$ cat config.mk
export PLATFORM = sky130hd
export DESIGN_NAME = regbank_access_arbiter_flat
export DESIGN_NICKNAME = d
export VERILOG_FILES = /design/src/rtl/regbank_access_arbiter_if.sv /design/src/rtl/regbank_access_arbiter.sv /design/src/flat_wrapper.sv
export SDC_FILE = /design/constraint.sdc
export NUM_CORES = 1
export LEC_CHECK = 0
export CORE_MARGIN = 3
export CORE_UTILIZATION = 35
export DETAILED_ROUTE_END_ITERATION = 10
export PLACE_DENSITY = 0.81
export SYNTH_ARGS = -nofsm -noshare
export SYNTH_HDL_FRONTEND = slang
export SYNTH_SLANG_ARGS = --single-unit
$ cat constraint.sdc
create_clock -name clk_i -period 4 [get_ports clk_i]
set_clock_uncertainty 0.15 [all_clocks]
set_input_delay 0.4 -clock clk_i [delete_from_list [all_inputs] [get_ports clk_i]]
set_output_delay 0.4 -clock clk_i [all_outputs]
set_load 0.02 [all_outputs]
$ cat src/rtl/regbank_access_arbiter_if.sv
// Request/response handshakes for all requesters plus the register bank access port.
// The arbiter uses the slave modport; requesters and the bank sit on the master side.
interface regbank_access_arbiter_if #(
    parameter int unsigned NUM_REQ = 2,
    parameter int unsigned ADDR_W  = 8
) ();
    logic [NUM_REQ-1:0]        req_valid_i;
    logic [NUM_REQ-1:0]        req_ready_o;
    logic [NUM_REQ-1:0]        req_wr_i;
    logic [NUM_REQ*ADDR_W-1:0] req_addr_i;
    logic [NUM_REQ*8-1:0]      req_wdata_i;
    logic [NUM_REQ-1:0]        rsp_valid_o;
    logic [NUM_REQ-1:0]        rsp_ready_i;
    logic [7:0]                rsp_rdata_o;
    logic                      acc_en_o;
    logic                      wr_en_o;
    logic [ADDR_W-1:0]         addr_o;
    logic [7:0]                wdata_o;
    logic [7:0]                rdata_i;

    modport slave (
        input  req_valid_i, req_wr_i, req_addr_i, req_wdata_i, rsp_ready_i, rdata_i,
        output req_ready_o, rsp_valid_o, rsp_rdata_o, acc_en_o, wr_en_o, addr_o, wdata_o
    );

    modport master (
        output req_valid_i, req_wr_i, req_addr_i, req_wdata_i, rsp_ready_i, rdata_i,
        input  req_ready_o, rsp_valid_o, rsp_rdata_o, acc_en_o, wr_en_o, addr_o, wdata_o
    );
endinterface

$ cat src/rtl/regbank_access_arbiter.sv
// Round-robin arbiter sharing the filter register bank port between NUM_REQ requesters.
// One single-cycle bank access per transaction, then a registered response to the owner.
module regbank_access_arbiter #(
    parameter int unsigned NUM_REQ = 2,
    parameter int unsigned ADDR_W  = 8
) (
    input  logic                     clk_i,
    input  logic                     rstn_i,
    regbank_access_arbiter_if.slave  bus,
    output logic                     busy_o
);
    localparam int unsigned IdxW = $clog2(NUM_REQ);

    typedef enum logic [1:0] {StIdle, StAccess, StResp} state_e;

    state_e              state_q, state_d;
    logic [IdxW-1:0]     ptr_q, ptr_d;
    logic [IdxW-1:0]     owner_q, owner_d;
    logic                acc_en_q, acc_en_d;
    logic                wr_en_q, wr_en_d;
    logic [ADDR_W-1:0]   addr_q, addr_d;
    logic [7:0]          wdata_q, wdata_d;
    logic [7:0]          rdata_q, rdata_d;

    logic [NUM_REQ-1:0]  req_ready;
    logic [NUM_REQ-1:0]  rsp_valid;
    logic                win_valid;
    logic [IdxW-1:0]     win_idx;
    logic [ADDR_W-1:0]   req_addr [NUM_REQ];
    logic [7:0]          req_wdata [NUM_REQ];

    always_comb begin
        for (int k = 0; k < int'(NUM_REQ); k++) begin
            req_addr[k]  = bus.req_addr_i[k*ADDR_W +: ADDR_W];
            req_wdata[k] = bus.req_wdata_i[k*8 +: 8];
        end
    end

    // First valid requester scanning from ptr_q upwards, wrapping at NUM_REQ.
    always_comb begin
        int              cand;
        logic [IdxW-1:0] cand_idx;
        win_valid = 1'b0;
        win_idx   = '0;
        cand      = 0;
        cand_idx  = '0;
        for (int i = 0; i < int'(NUM_REQ); i++) begin
            cand     = (int'(ptr_q) + i) % int'(NUM_REQ);
            cand_idx = IdxW'(cand);
            if (!win_valid && bus.req_valid_i[cand_idx]) begin
                win_valid = 1'b1;
                win_idx   = cand_idx;
            end
        end
    end

    always_comb begin
        state_d   = state_q;
        ptr_d     = ptr_q;
        owner_d   = owner_q;
        acc_en_d  = 1'b0;
        wr_en_d   = 1'b0;
        addr_d    = '0;
        wdata_d   = '0;
        rdata_d   = rdata_q;
        req_ready = '0;
        rsp_valid = '0;
        unique case (state_q)
            StIdle: begin
                if (win_valid) begin
                    req_ready[win_idx] = 1'b1;
                    owner_d  = win_idx;
                    acc_en_d = 1'b1;
                    wr_en_d  = bus.req_wr_i[win_idx];
                    addr_d   = req_addr[win_idx];
                    wdata_d  = req_wdata[win_idx];
                    if (win_idx == IdxW'(NUM_REQ - 1)) begin
                        ptr_d = '0;
                    end else begin
                        ptr_d = win_idx + 1'b1;
                    end
                    state_d = StAccess;
                end
            end
            StAccess: begin
                rdata_d = wr_en_q ? 8'h00 : bus.rdata_i;
                state_d = StResp;
            end
            StResp: begin
                rsp_valid[owner_q] = 1'b1;
                if (bus.rsp_ready_i[owner_q]) begin
                    rdata_d = 8'h00;
                    state_d = StIdle;
                end
            end
            default: state_d = StIdle;
        endcase
    end

    always_ff @(posedge clk_i or negedge rstn_i) begin
        if (!rstn_i) begin
            state_q  <= StIdle;
            ptr_q    <= '0;
            owner_q  <= '0;
            acc_en_q <= 1'b0;
            wr_en_q  <= 1'b0;
            addr_q   <= '0;
            wdata_q  <= '0;
            rdata_q  <= '0;
        end else begin
            state_q  <= state_d;
            ptr_q    <= ptr_d;
            owner_q  <= owner_d;
            acc_en_q <= acc_en_d;
            wr_en_q  <= wr_en_d;
            addr_q   <= addr_d;
            wdata_q  <= wdata_d;
            rdata_q  <= rdata_d;
        end
    end

    assign bus.req_ready_o = req_ready;
    assign bus.rsp_valid_o = rsp_valid;
    assign bus.rsp_rdata_o = rdata_q;
    assign bus.acc_en_o    = acc_en_q;
    assign bus.wr_en_o     = wr_en_q;
    assign bus.addr_o      = addr_q;
    assign bus.wdata_o     = wdata_q;
    assign busy_o          = (state_q != StIdle);

endmodule

$ cat src/flat_wrapper.sv
// flat-port wrapper written by rule: the top's interface ports become plain ports
module regbank_access_arbiter_flat 
#(
    parameter int unsigned NUM_REQ = 2,
    parameter int unsigned ADDR_W  = 8
)
  (clk_i, rstn_i, busy_o, bus_req_valid_i, bus_req_wr_i, bus_req_addr_i, bus_req_wdata_i, bus_rsp_ready_i, bus_rdata_i, bus_req_ready_o, bus_rsp_valid_o, bus_rsp_rdata_o, bus_acc_en_o, bus_wr_en_o, bus_addr_o, bus_wdata_o);
  regbank_access_arbiter_if #(.NUM_REQ(NUM_REQ), .ADDR_W(ADDR_W)) bus_i ();
  input  logic clk_i;
  input  logic rstn_i;
  output logic busy_o;
  input wire logic [$bits(bus_i.req_valid_i)-1:0] bus_req_valid_i;
  input wire logic [$bits(bus_i.req_wr_i)-1:0] bus_req_wr_i;
  input wire logic [$bits(bus_i.req_addr_i)-1:0] bus_req_addr_i;
  input wire logic [$bits(bus_i.req_wdata_i)-1:0] bus_req_wdata_i;
  input wire logic [$bits(bus_i.rsp_ready_i)-1:0] bus_rsp_ready_i;
  input wire logic [$bits(bus_i.rdata_i)-1:0] bus_rdata_i;
  output wire logic [$bits(bus_i.req_ready_o)-1:0] bus_req_ready_o;
  output wire logic [$bits(bus_i.rsp_valid_o)-1:0] bus_rsp_valid_o;
  output wire logic [$bits(bus_i.rsp_rdata_o)-1:0] bus_rsp_rdata_o;
  output wire logic [$bits(bus_i.acc_en_o)-1:0] bus_acc_en_o;
  output wire logic [$bits(bus_i.wr_en_o)-1:0] bus_wr_en_o;
  output wire logic [$bits(bus_i.addr_o)-1:0] bus_addr_o;
  output wire logic [$bits(bus_i.wdata_o)-1:0] bus_wdata_o;
  assign bus_i.req_valid_i = bus_req_valid_i;
  assign bus_i.req_wr_i = bus_req_wr_i;
  assign bus_i.req_addr_i = bus_req_addr_i;
  assign bus_i.req_wdata_i = bus_req_wdata_i;
  assign bus_i.rsp_ready_i = bus_rsp_ready_i;
  assign bus_i.rdata_i = bus_rdata_i;
  assign bus_req_ready_o = bus_i.req_ready_o;
  assign bus_rsp_valid_o = bus_i.rsp_valid_o;
  assign bus_rsp_rdata_o = bus_i.rsp_rdata_o;
  assign bus_acc_en_o = bus_i.acc_en_o;
  assign bus_wr_en_o = bus_i.wr_en_o;
  assign bus_addr_o = bus_i.addr_o;
  assign bus_wdata_o = bus_i.wdata_o;
  regbank_access_arbiter #(.NUM_REQ(NUM_REQ), .ADDR_W(ADDR_W)) u_core (.clk_i(clk_i), .rstn_i(rstn_i), .bus(bus_i), .busy_o(busy_o));
endmodule
==> metrics.md <==
| Metric | Value |
|---|---|
| Commonest non-fill, non-tap cell in the layout | `clkdlybuf4s50_1` |
| Flop-to-flop setup slack | `2.22 ns` |
| Mean cell area of the mapped netlist | `11.3 um^2` |
| Unrepaired setup endpoints after global routing | `false` |
| Data required time of the worst path | `3.45 ns` |
| Remaining number of nets flagged by the antenna check after routing | `0` |
| Instance count along the most critical hold path | `1` |
| Wire length of the first global-routing pass | `5720 um` |
| Finish-stage setup viols | `0` |
| Post-Syn Nets | `170` |
| Number of setup buffers added after CTS | `0` |
| Number of DRC markers in iteration 0 | `41` |
| Die height | `68.6 um` |
| Highest clock rate | `346 MHz` |
| Placed Area | `2190 um^2` |
| Leading post-synthesis cells by cell area | `dfrtp_1 55%, a21oi_2 10%, nand3b_1 9.3%` |
| GRT Total Usage | `17.0%` |
| Boundary Pins | `79` |
| Worst supply voltage drop on vdd | `0.230 mV` |
| Deepest clock path buffer count | `2` |
| Die Wd | `68.6 um` |
| Total clock buffers created by CTS | `5` |
| Number of buffer cells added on primary ports | `78` |
| Worst R2R End | `u_core.bus.wdata_o[4]` |
| Leakage power | `0.925 nW` |
| Std-Cell Rows | `22` |
| Pwr dens | `614 nW/um^2` |
| Synth Register Bits | `30` |
| WHS Endpoint | `u_core.bus.rsp_rdata_o[6]` |
| Kind of path behind the tightest hold check | `reg2reg` |
| CP max stage cell | `clkdlybuf4s50_1` |
| Final net count | `250` |
| Half-perimeter wire length after detailed placement | `2930 um` |
| Global placer's final weighted congestion | `0.775` |
| Cell taking the most area after synthesis | `dfrtp_1` |
| Relative slew margins | `53.4%` |
| Min-Delay Startpoint | `u_core.bus.rsp_rdata_o[6]` |
| Number of design rule violations left after detail routing | `0` |
| Count of hold buffers inserted by post-cts repair | `0` |
| Via count of the first global-routing pass | `1269` |
| Avg WL per Cell | `14.7 um` |
| Number of clock sinks | `30` |
| Fill cell count | `329` |
| Reg2Reg Depth | `4` |
| Clock insertion delay at the later pin of the skew report | `0.28 ns` |
| Count of maximum capacitance violations | `0` |
| Number of hold violations in the final report | `0` |
| Share of post-route cells with drive strength above 1 | `14.8%` |
| Critical-path cell list | `clkdlybuf4s50_1, nor2b_1, nor2_1, nor2_1, clkdlybuf4s50_1` |
| Critical path capture point type | `output port` |
| Yosys warning total | `0` |
| TritonCTS clock tree | `yes` |
| Startpoint kind of the worst setup timing path | `input pin` |
| Growth of design area from synthesis to finish | `65.9%` |
| RR Startpoint | `u_core.ptr_q` |
| Count of cell types in the netlist | `21` |
| Share of synthesized area occupied by flip-flops and latches | `54.7%` |
| Result of the run | `finished clean` |
| Actual slew at the worst max-slew pin | `0.697 ns` |
| Final count of pins violating max slew | `0` |
| Fraction of synthesized cell area taken by the top area cell type | `54.7%` |
| Number of vias after detailed routing | `1230` |
| Placeable core region | `3720 um^2` |
| Clk slew on worst S/H paths | `0.06 ns` |
| Arrival time at the worst endpoint | `2.34 ns` |
| Iteration count of the initial detailed-routing pass | `6` |
| Final cell area excluding filler cells | `2280 um^2` |
| Effective utilization at floorplan | `36.9%` |
| Clock period minus final worst setup slack | `2.89 ns` |
| Total number of H-tree levels | `2` |
| Worst-path maximum fanout | `13` |
| Total overflow reported by the global router | `0` |
| Die area | `4710 um^2` |
| Count of instances resized after the clock tree is built | `0` |
| Total wirelength of the detailed-routed design | `3700 um` |
| Cells after Synth | `122` |
| Vias per inst | `4.90` |
| Netlist Area Pre-Place | `1370 um^2` |
| Leading cell types in the layout, fill and taps excluded | `78 x clkdlybuf4s50_1, 30 x dfrtp_1, 22 x o21ai_0` |
| Largest net degree at the start of global routing | `31` |
| Final period utilization | `72.2%` |
| Number of antenna diodes | `0` |
| Setup total negative slack | `0 ns` |
| Antenna violations before repair | `0` |
| Critical path class | `in2out` |
| CTS Root Cell | `clkbuf_8` |
| Max stage delay on crit path | `0.62 ns` |
critical path: cells and delay by family:
kind,cells,cell delay (ns)
buffers and inverters,2,1.10
AND/OR/NAND/NOR,3,0.84
state kept, by name, indices dropped and copies added, names as in the netlist:
register / cells
u_core.state_q: 2
u_core.bus.wdata_o: 8
u_core.owner_q: 1
u_core.bus.addr_o: 8
u_core.ptr_q: 1
u_core.bus.wr_en_o: 1
u_core.bus.acc_en_o: 1
u_core.bus.rsp_rdata_o: 8
cells by family after synthesis:
logic type | count (synthesis) | synth area share, %
AOI/OAI and AO/OA | 48 | 24.5
and+or+nand+nor | 31 | 15.0
DFF | 30 | 54.7
buffers and inverters | 12 | 5.01
muxes | 1 | 0.820
power by group:
group / switching [mW] / leakage [nW] / internal, mW
Clock: 0.106 / 0.0482 / 0.138
Combinational: 0.357 / 0.485 / 0.341
Sequential: 0.0486 / 0.392 / 0.408
area by class of cell:
class	count	area (um^2)	share of cell area (%)
Sequential cell	30	751	33.0
Timing Repair Buffer	82	811	35.6
Inverter	3	11.3	0.495
Multi-Input combinational cell	80	553	24.3
Clock inverter	1	5.00	0.220
Clock buffer	7	86.3	3.79
Tap cell	48	60.1	2.64
routing by layer:
layer | GRT usage, % | part of all wire, %
met2 | 29.0 | 47
met1 | 18.2 | 39
met3 | 8.10 | 13
met4 | 5.96 | 1.6
met5 | 0 | 0
stage by stage:
stage | utilization [%] | total power [mW] | cells | setup slack, ns | hold slack [ns]
2_1_floorplan | - | 0.868 | 122 | 2.02 | -0.0456
3_3_place_gp | 58.8 | 1.14 | 243 | 1.25 | 0.337
3_5_place_dp | 58.8 | 1.16 | 243 | 1.13 | 0.346
4_1_cts | 61.3 | 1.42 | 251 | 1.11 | 0.363
5_1_grt | 61.3 | 1.48 | 251 | 0.967 | 0.369
6_report | 61.3 | 1.40 | 251 | 1.11 | 0.358
cell usage after synthesis (all sizes together):
cell / number
buf: 5
and2b: 1
nand2b: 2
a21boi: 1
or2b: 1
o21ai: 22
clkbuf: 4
nand3b: 17
dfrtp: 30
a22o: 8
and2: 1
nor2b: 1
mux2: 1
nor2: 6
or2: 2
inv: 3
a21oi: 17
worst max path at each step:
stage | start | end | slack [ns] | cells past startpoint
2_1_floorplan | u_core.state_q[0] | bus_req_ready_o[0] | 2.02 | 5
6_report | bus_req_valid_i[0] | bus_req_ready_o[0] | 1.11 | 5
4_1_cts | bus_req_valid_i[0] | bus_req_ready_o[0] | 1.11 | 5
3_3_place_gp | bus_req_valid_i[0] | bus_req_ready_o[0] | 1.25 | 5
5_1_grt | bus_req_valid_i[0] | bus_req_ready_o[0] | 0.97 | 5
3_5_place_dp | bus_req_valid_i[0] | bus_req_ready_o[0] | 1.13 | 5
(Power assumes the default switching activity.)
